File: src/rtl/bowling_pkg.sv
// Shared state encoding and game constants for the bowling frame sequencer.
package bowling_pkg;

  typedef enum logic [1:0] {
    ST_ROLL1 = 2'd0,
    ST_ROLL2 = 2'd1,
    ST_FILL  = 2'd2,
    ST_DONE  = 2'd3
  } state_e;

  localparam logic [3:0] NUM_FRAMES = 4'd10;
  localparam logic [3:0] MAX_PINS   = 4'd10;
  localparam int         SCORE_W    = 9;

endpackage

File: src/rtl/bowling_bonus_slots.sv
// Two pending-bonus counters; each busy slot adds one extra pin multiple to the next rolls.
module bonus_slots
  import bowling_pkg::*;
(
  input  logic       clk_i,
  input  logic       rst_ni,
  input  logic       clr_i,
  input  logic       adv_i,
  input  logic       load_i,
  input  logic [1:0] load_val_i,
  output logic [1:0] mult_o
);

  logic [1:0] cnt_a_q, cnt_a_d;
  logic [1:0] cnt_b_q, cnt_b_d;
  logic [1:0] a_dec, b_dec;

  assign mult_o = 2'd1 + {1'b0, (cnt_a_q != 2'd0)} + {1'b0, (cnt_b_q != 2'd0)};

  always_comb begin
    a_dec   = (adv_i && cnt_a_q != 2'd0) ? cnt_a_q - 2'd1 : cnt_a_q;
    b_dec   = (adv_i && cnt_b_q != 2'd0) ? cnt_b_q - 2'd1 : cnt_b_q;
    cnt_a_d = a_dec;
    cnt_b_d = b_dec;
    // A new bonus goes into whichever slot is free after this roll's decrement.
    if (load_i) begin
      if (a_dec == 2'd0) cnt_a_d = load_val_i;
      else               cnt_b_d = load_val_i;
    end
    if (clr_i) begin
      cnt_a_d = 2'd0;
      cnt_b_d = 2'd0;
    end
  end

  always_ff @(posedge clk_i or negedge rst_ni) begin
    if (!rst_ni) begin
      cnt_a_q <= 2'd0;
      cnt_b_q <= 2'd0;
    end else begin
      cnt_a_q <= cnt_a_d;
      cnt_b_q <= cnt_b_d;
    end
  end

endmodule

File: src/rtl/bowling_frame_ctrl.sv
// Bowling game sequencer: frame/roll/pin tracking, strike/spare bonus and running total.
//   state    | meaning
//   ST_ROLL1 | waiting for first ball of a frame
//   ST_ROLL2 | waiting for second ball of a frame
//   ST_FILL  | waiting for the frame-10 fill ball
//   ST_DONE  | game over; only new_game or reset leaves
module bowling_frame_ctrl
  import bowling_pkg::*;
(
  input  logic               CLOCK_50,
  input  logic               reset_n,
  input  logic               new_game,
  input  logic               roll_valid,
  input  logic [3:0]         roll_pins,
  output logic               roll_ready,
  output logic [3:0]         frame_num,
  output logic [1:0]         roll_num,
  output logic [3:0]         pins_standing,
  output logic [SCORE_W-1:0] total_score,
  output logic               roll_err,
  output logic               game_over
);

  state_e             state_q, state_d;
  logic [3:0]         frame_q, frame_d;
  logic [1:0]         roll_q, roll_d;
  logic [3:0]         standing_q, standing_d;
  logic [SCORE_W-1:0] score_q, score_d;
  logic               err_q, err_d;
  logic               strike10_q, strike10_d;

  logic       bonus_clr, bonus_adv, bonus_load;
  logic [1:0] bonus_val, mult;
  logic [4:0] prod;
  logic       accept, last_frame, clear_rack;
  logic [3:0] left;

  bonus_slots u_bonus (
    .clk_i      (CLOCK_50),
    .rst_ni     (reset_n),
    .clr_i      (bonus_clr),
    .adv_i      (bonus_adv),
    .load_i     (bonus_load),
    .load_val_i (bonus_val),
    .mult_o     (mult)
  );

  always_comb begin
    state_d    = state_q;
    frame_d    = frame_q;
    roll_d     = roll_q;
    standing_d = standing_q;
    score_d    = score_q;
    err_d      = 1'b0;
    strike10_d = strike10_q;
    bonus_clr  = 1'b0;
    bonus_adv  = 1'b0;
    bonus_load = 1'b0;
    bonus_val  = 2'd0;

    accept     = roll_valid && (state_q != ST_DONE);
    last_frame = (frame_q == NUM_FRAMES);
    clear_rack = (roll_pins == standing_q);
    left       = standing_q - roll_pins;
    prod       = {1'b0, roll_pins} * {3'b000, mult};

    if (new_game) begin
      state_d    = ST_ROLL1;
      frame_d    = 4'd1;
      roll_d     = 2'd1;
      standing_d = MAX_PINS;
      score_d    = '0;
      strike10_d = 1'b0;
      bonus_clr  = 1'b1;
    end else if (accept) begin
      if (roll_pins > standing_q) begin
        err_d = 1'b1;
      end else begin
        bonus_adv  = 1'b1;
        score_d    = score_q + SCORE_W'(prod);
        standing_d = clear_rack ? MAX_PINS : left;
        unique case (state_q)
          ST_ROLL1: begin
            state_d = ST_ROLL2;
            roll_d  = 2'd2;
            if (last_frame) begin
              strike10_d = clear_rack;
            end else if (clear_rack) begin
              state_d    = ST_ROLL1;
              roll_d     = 2'd1;
              frame_d    = frame_q + 4'd1;
              bonus_load = 1'b1;
              bonus_val  = 2'd2;
            end
          end
          ST_ROLL2: begin
            if (!last_frame) begin
              state_d    = ST_ROLL1;
              roll_d     = 2'd1;
              frame_d    = frame_q + 4'd1;
              standing_d = MAX_PINS;
              bonus_load = clear_rack;
              bonus_val  = 2'd1;
            end else if (strike10_q || clear_rack) begin
              state_d = ST_FILL;
              roll_d  = 2'd3;
            end else begin
              state_d = ST_DONE;
            end
          end
          ST_FILL:  state_d = ST_DONE;
          default:  state_d = state_q;
        endcase
      end
    end
  end

  always_ff @(posedge CLOCK_50 or negedge reset_n) begin
    if (!reset_n) begin
      state_q    <= ST_ROLL1;
      frame_q    <= 4'd1;
      roll_q     <= 2'd1;
      standing_q <= MAX_PINS;
      score_q    <= '0;
      err_q      <= 1'b0;
      strike10_q <= 1'b0;
    end else begin
      state_q    <= state_d;
      frame_q    <= frame_d;
      roll_q     <= roll_d;
      standing_q <= standing_d;
      score_q    <= score_d;
      err_q      <= err_d;
      strike10_q <= strike10_d;
    end
  end

  assign roll_ready    = (state_q != ST_DONE);
  assign game_over     = (state_q == ST_DONE);
  assign frame_num     = frame_q;
  assign roll_num      = roll_q;
  assign pins_standing = standing_q;
  assign total_score   = score_q;
  assign roll_err      = err_q;

endmodule

File: config.mk
export PLATFORM = sky130hd
export DESIGN_NAME = bowling_frame_ctrl
export DESIGN_NICKNAME = d
export VERILOG_FILES = /design/src/rtl/bowling_pkg.sv /design/src/rtl/bowling_bonus_slots.sv /design/src/rtl/bowling_frame_ctrl.sv
export SDC_FILE = /design/constraint.sdc
export NUM_CORES = 1
export LEC_CHECK = 0
export CAP_MARGIN = 40
export CORE_MARGIN = 2
export CORE_UTILIZATION = 59
export DETAILED_ROUTE_END_ITERATION = 6
export DONT_BUFFER_PORTS = 1
export GPL_TIMING_DRIVEN = 0
export PLACE_DENSITY_LB_ADDON = 0.3
export RECOVER_POWER = 100
export SKIP_CTS_REPAIR_TIMING = 1
export SLEW_MARGIN = 0
export SYNTH_ARGS = -nofsm -noshare
export SYNTH_HDL_FRONTEND = slang
export SYNTH_SLANG_ARGS = --single-unit
File: constraint.sdc
create_clock -name CLOCK_50 -period 3.43 [get_ports CLOCK_50]
set_input_delay 0.343 -clock CLOCK_50 [delete_from_list [all_inputs] [get_ports CLOCK_50]]
set_output_delay 0.343 -clock CLOCK_50 [all_outputs]
set_load 0.01 [all_outputs]
==> flow_summary_export.csv <==
group,metric,value,unit
pwr,peakVddDrop,0.209,mV
worst_setup_path,crit_path_max_fanout,4,
worst_setup_path,cp-endpoint,"total_score[8]",
place,place_ws,-47.2,ps
timing,finClkSkew,6.30,ps
place,placed_cells,258,
finish,nNetsFinal,251,
drt,detail_route.vias_per_cell,5.91,
logic_synthesis,avgSynthCellArea,9.34,sq um
logic_synthesis,ys_ff_latch,27,
logic_synthesis,synth_area,1980,sq um
pwr,p_leak,0.000924,uW
timing,layout_min_cycle_time,3220,ps
logic_synthesis,synthTopCellsByCount,"24 x nor2_1, 23 x dfrtp_1, 21 x ha_1",
finish,diodes,0,
worst_setup_path,worstPathRequired,3670,ps
logic_synthesis,yosys.area.top_type,"dfrtp_1",
worst_setup_path,r2r_end,"total_score[8]",
finish,stdcell_count,264,
pwr,swShare,36.0,%
floorplan,io_pins,30,
place,numPortBuffers,0,
pwr,p_int,486,uW
clock_tree,cts_buffers,3,
clock_tree,cts.clk_slew.worst_paths,150,ps
pwr,p_clk_share,18.8,%
floorplan,rows,21,
floorplan,die_w,61.9,um
timing,worstMarginPinSlew,1480,ps
drt,drc,0,
clock_tree,cts_tree,"built",
global_routing,grt_usage,23.8,%
timing,timing_max_transition_violations_final,0,
logic_synthesis,synthArstFlopShare,100,%
drt,wl_per_cell,15.6,um
worst_setup_path,crit_start,"u_bonus.cnt_a_q[0]",
pwr,combinationalPowerShare,31.8,%
timing,finalSetupViolations,0,
place,place_congestion,0.892,
clock_tree,clockBufferDepth,2,
worst_setup_path,cp-start-kind,"flip-flop",
logic_synthesis,ys.flop_type,"dfrtp_1",
worst_setup_path,ff2ff_path_depth,12,
worst_setup_path,ff2ff_setup_slack,210,ps
worst_setup_path,end_kind,"flip-flop",
timing,period_share,93.9,%
floorplan,fp.dieH,61.9,um
floorplan,core,3280,sq um
logic_synthesis,synth_cell_types,47,
timing,rsz0062_at_grt,"no",
status,outcome,"completed",
pwr,pwr_density_cell,368,nW/um^2
finish,post-route-util,62.7,%
global_routing,grt_pass1_wl,6850,um
finish,drive_gt1_share,5.96,%
pwr,p_seq_share,49.5,%
drt,drt-initial-drc-count,72,
drt,ant_nets,0,
floorplan,die_area,3830,sq um
worst_setup_path,path_class,"flip-flop to flip-flop",
logic_synthesis,syn_nets,244,
place,dpl_cell_area,2040,sq um
logic_synthesis,seq_area_frac_synth,34.4,%
run,cap_violations,0,
finish,final_area,2060,sq um
timing,setup_ws,208,ps
clock_tree,cts-root-buf,"clkbuf_4",
place,detailed_place_hpwl,3110,um
worst_setup_path,r2r_start,"u_bonus.cnt_a_q[0]",
global_routing,grt-ovfl-total,0,
finish,nFillCells,287,
drt,drt-total-wl,4110,um
logic_synthesis,synth.most_common_cell,"nor2_1",
timing,maxSlewHeadroom,1.48,%
global_routing,antenna_found_initial,0,
global_routing,grt_max_degree,28,
timing,fmax,310,MHz
pwr,switchingPower,273,uW
logic_synthesis,synth.top_cell.area_share,29.1,%
logic_synthesis,syn_inst,212,
clock_tree,cts_sinks,27,
timing,finalHoldViolations,0,
pwr,power.total,759,uW
drt,firstDrtPassIters,4,
drt,vias,1560,
floorplan,start_util,60.3,%
logic_synthesis,synthTopCellsByArea,"dfrtp_1 29%, ha_1 13%, dfstp_2 5.3%",
worst_hold_path,hold_path_class,"primary input to flip-flop",
clock_tree,clk_latency,330,ps
clock_tree,htree_levels,1,
worst_setup_path,worstPathArrival,3460,ps
finish,areaGrowthSynthToFinish,4.11,%
logic_synthesis,yosysWarnings,0,
logic_synthesis,synth_edf_count,0,
global_routing,grt_pass1_vias,1572,
==> kinds of logic (layout without fill, tap and decap cells) <==
| logic type | count (synthesis) | count (layout) | share of synthesized area [%] |
|---|---|---|---|
| and+or+nand+nor | 74 | 74 | 20.1 |
| AOI/OAI and AO/OA | 44 | 44 | 14.6 |
| DFF | 27 | 27 | 34.4 |
| adders and majority gates | 24 | 24 | 16.3 |
| buffers and inverters | 22 | 28 | 4.61 |
| xor gates and xnor gates | 13 | 13 | 5.75 |
| muxes | 8 | 8 | 4.24 |
==> per-stage QoR <==
| step | setup TNS, ps | hold WS [ps] |
|---|---|---|
| final | 0 | 275 |
| after global routing | 0 | 291 |
| after CTS | -83.4 | -330 |
| after detailed placement | -47.2 | 48.3 |
| after global placement | 0 | 48.1 |
| after floorplan | 0 | 47.4 |
==> how the worst min path moves through the flow <==
stage	slack, ps	start	cells after the start	end
after global routing	290	roll_valid	2	roll_err
after CTS	-330	reset_n	0	total_score[3]
after global placement	50	reset_n	0	roll_err
after detailed placement	50	reset_n	0	roll_err
final	280	roll_valid	2	roll_err
after floorplan	50	reset_n	0	frame_num[1]
==> power groups by stage <==
stage | Clock [uW] | Combinational, uW | Sequential [uW]
final | 142 | 241 | 376
after CTS | 147 | 237 | 378
after detailed placement | 0 | 236 | 384
after global routing | 164 | 273 | 380
after global placement | 0 | 225 | 382
after floorplan | 0 | 192 | 377
==> worst max-delay path, cell delays in order, from the launching register on <==
cell	delay, ps
dfrtp_2	450
inv_1	100
ha_1	230
ha_1	290
nor2_1	130
ha_1	200
fa_1	440
ha_1	340
a21o_1	200
a21o_1	200
a21oi_2	200
nor3_1	80
mux2_2	280
==> sequential cells by signal, indices dropped and copies added, names as in the netlist <==
name / flops
frame_num: 4
roll_err: 1
strike10_q: 1
total_score: 9
u_bonus.cnt_a_q: 2
state_q: 2
roll_num: 2
u_bonus.cnt_b_q: 2
pins_standing: 4
==> layout make-up <==
class / instances / area, sq um / area share, %
Tap cell: 46 / 57.6 / 2.79
Multi-Input combinational cell: 163 / 1190 / 57.6
Clock inverter: 1 / 5.00 / 0.243
Inverter: 14 / 52.6 / 2.55
Buffer: 7 / 33.8 / 1.64
Clock buffer: 3 / 22.5 / 1.09
Timing Repair Buffer: 3 / 21.3 / 1.03
Sequential cell: 27 / 682 / 33.1
==> cells in the final DEF, fill, tap and decap left out, types with 4 or more instances in the layout <==
| cell type | netlist | routed |
|---|---|---|
| dfstp_1 | 0 | 4 |
| nand2_1 | 16 | 16 |
| a21o_1 | 6 | 6 |
| xor2_1 | 5 | 5 |
| a21oi_1 | 14 | 13 |
| or3_1 | 5 | 5 |
| dfrtp_1 | 23 | 22 |
| xnor2_1 | 8 | 8 |
| a211oi_1 | 4 | 5 |
| o21ai_0 | 8 | 8 |
| clkbuf_1 | 6 | 7 |
| inv_1 | 14 | 14 |
| nor2_1 | 24 | 24 |
| mux2i_1 | 5 | 5 |
| ha_1 | 21 | 21 |
==> routing by layer <==
layer  track usage, %  part of all wire [%]  vias to the layer above
met5                0                     0                        -
met4             8.81                   2.9                        0
met3             2.90                   5.5                       13
met2             41.1                    49                       54
met1             30.6                    43                      731
li1                 -                     -                      762
(Power assumes the default switching activity.)
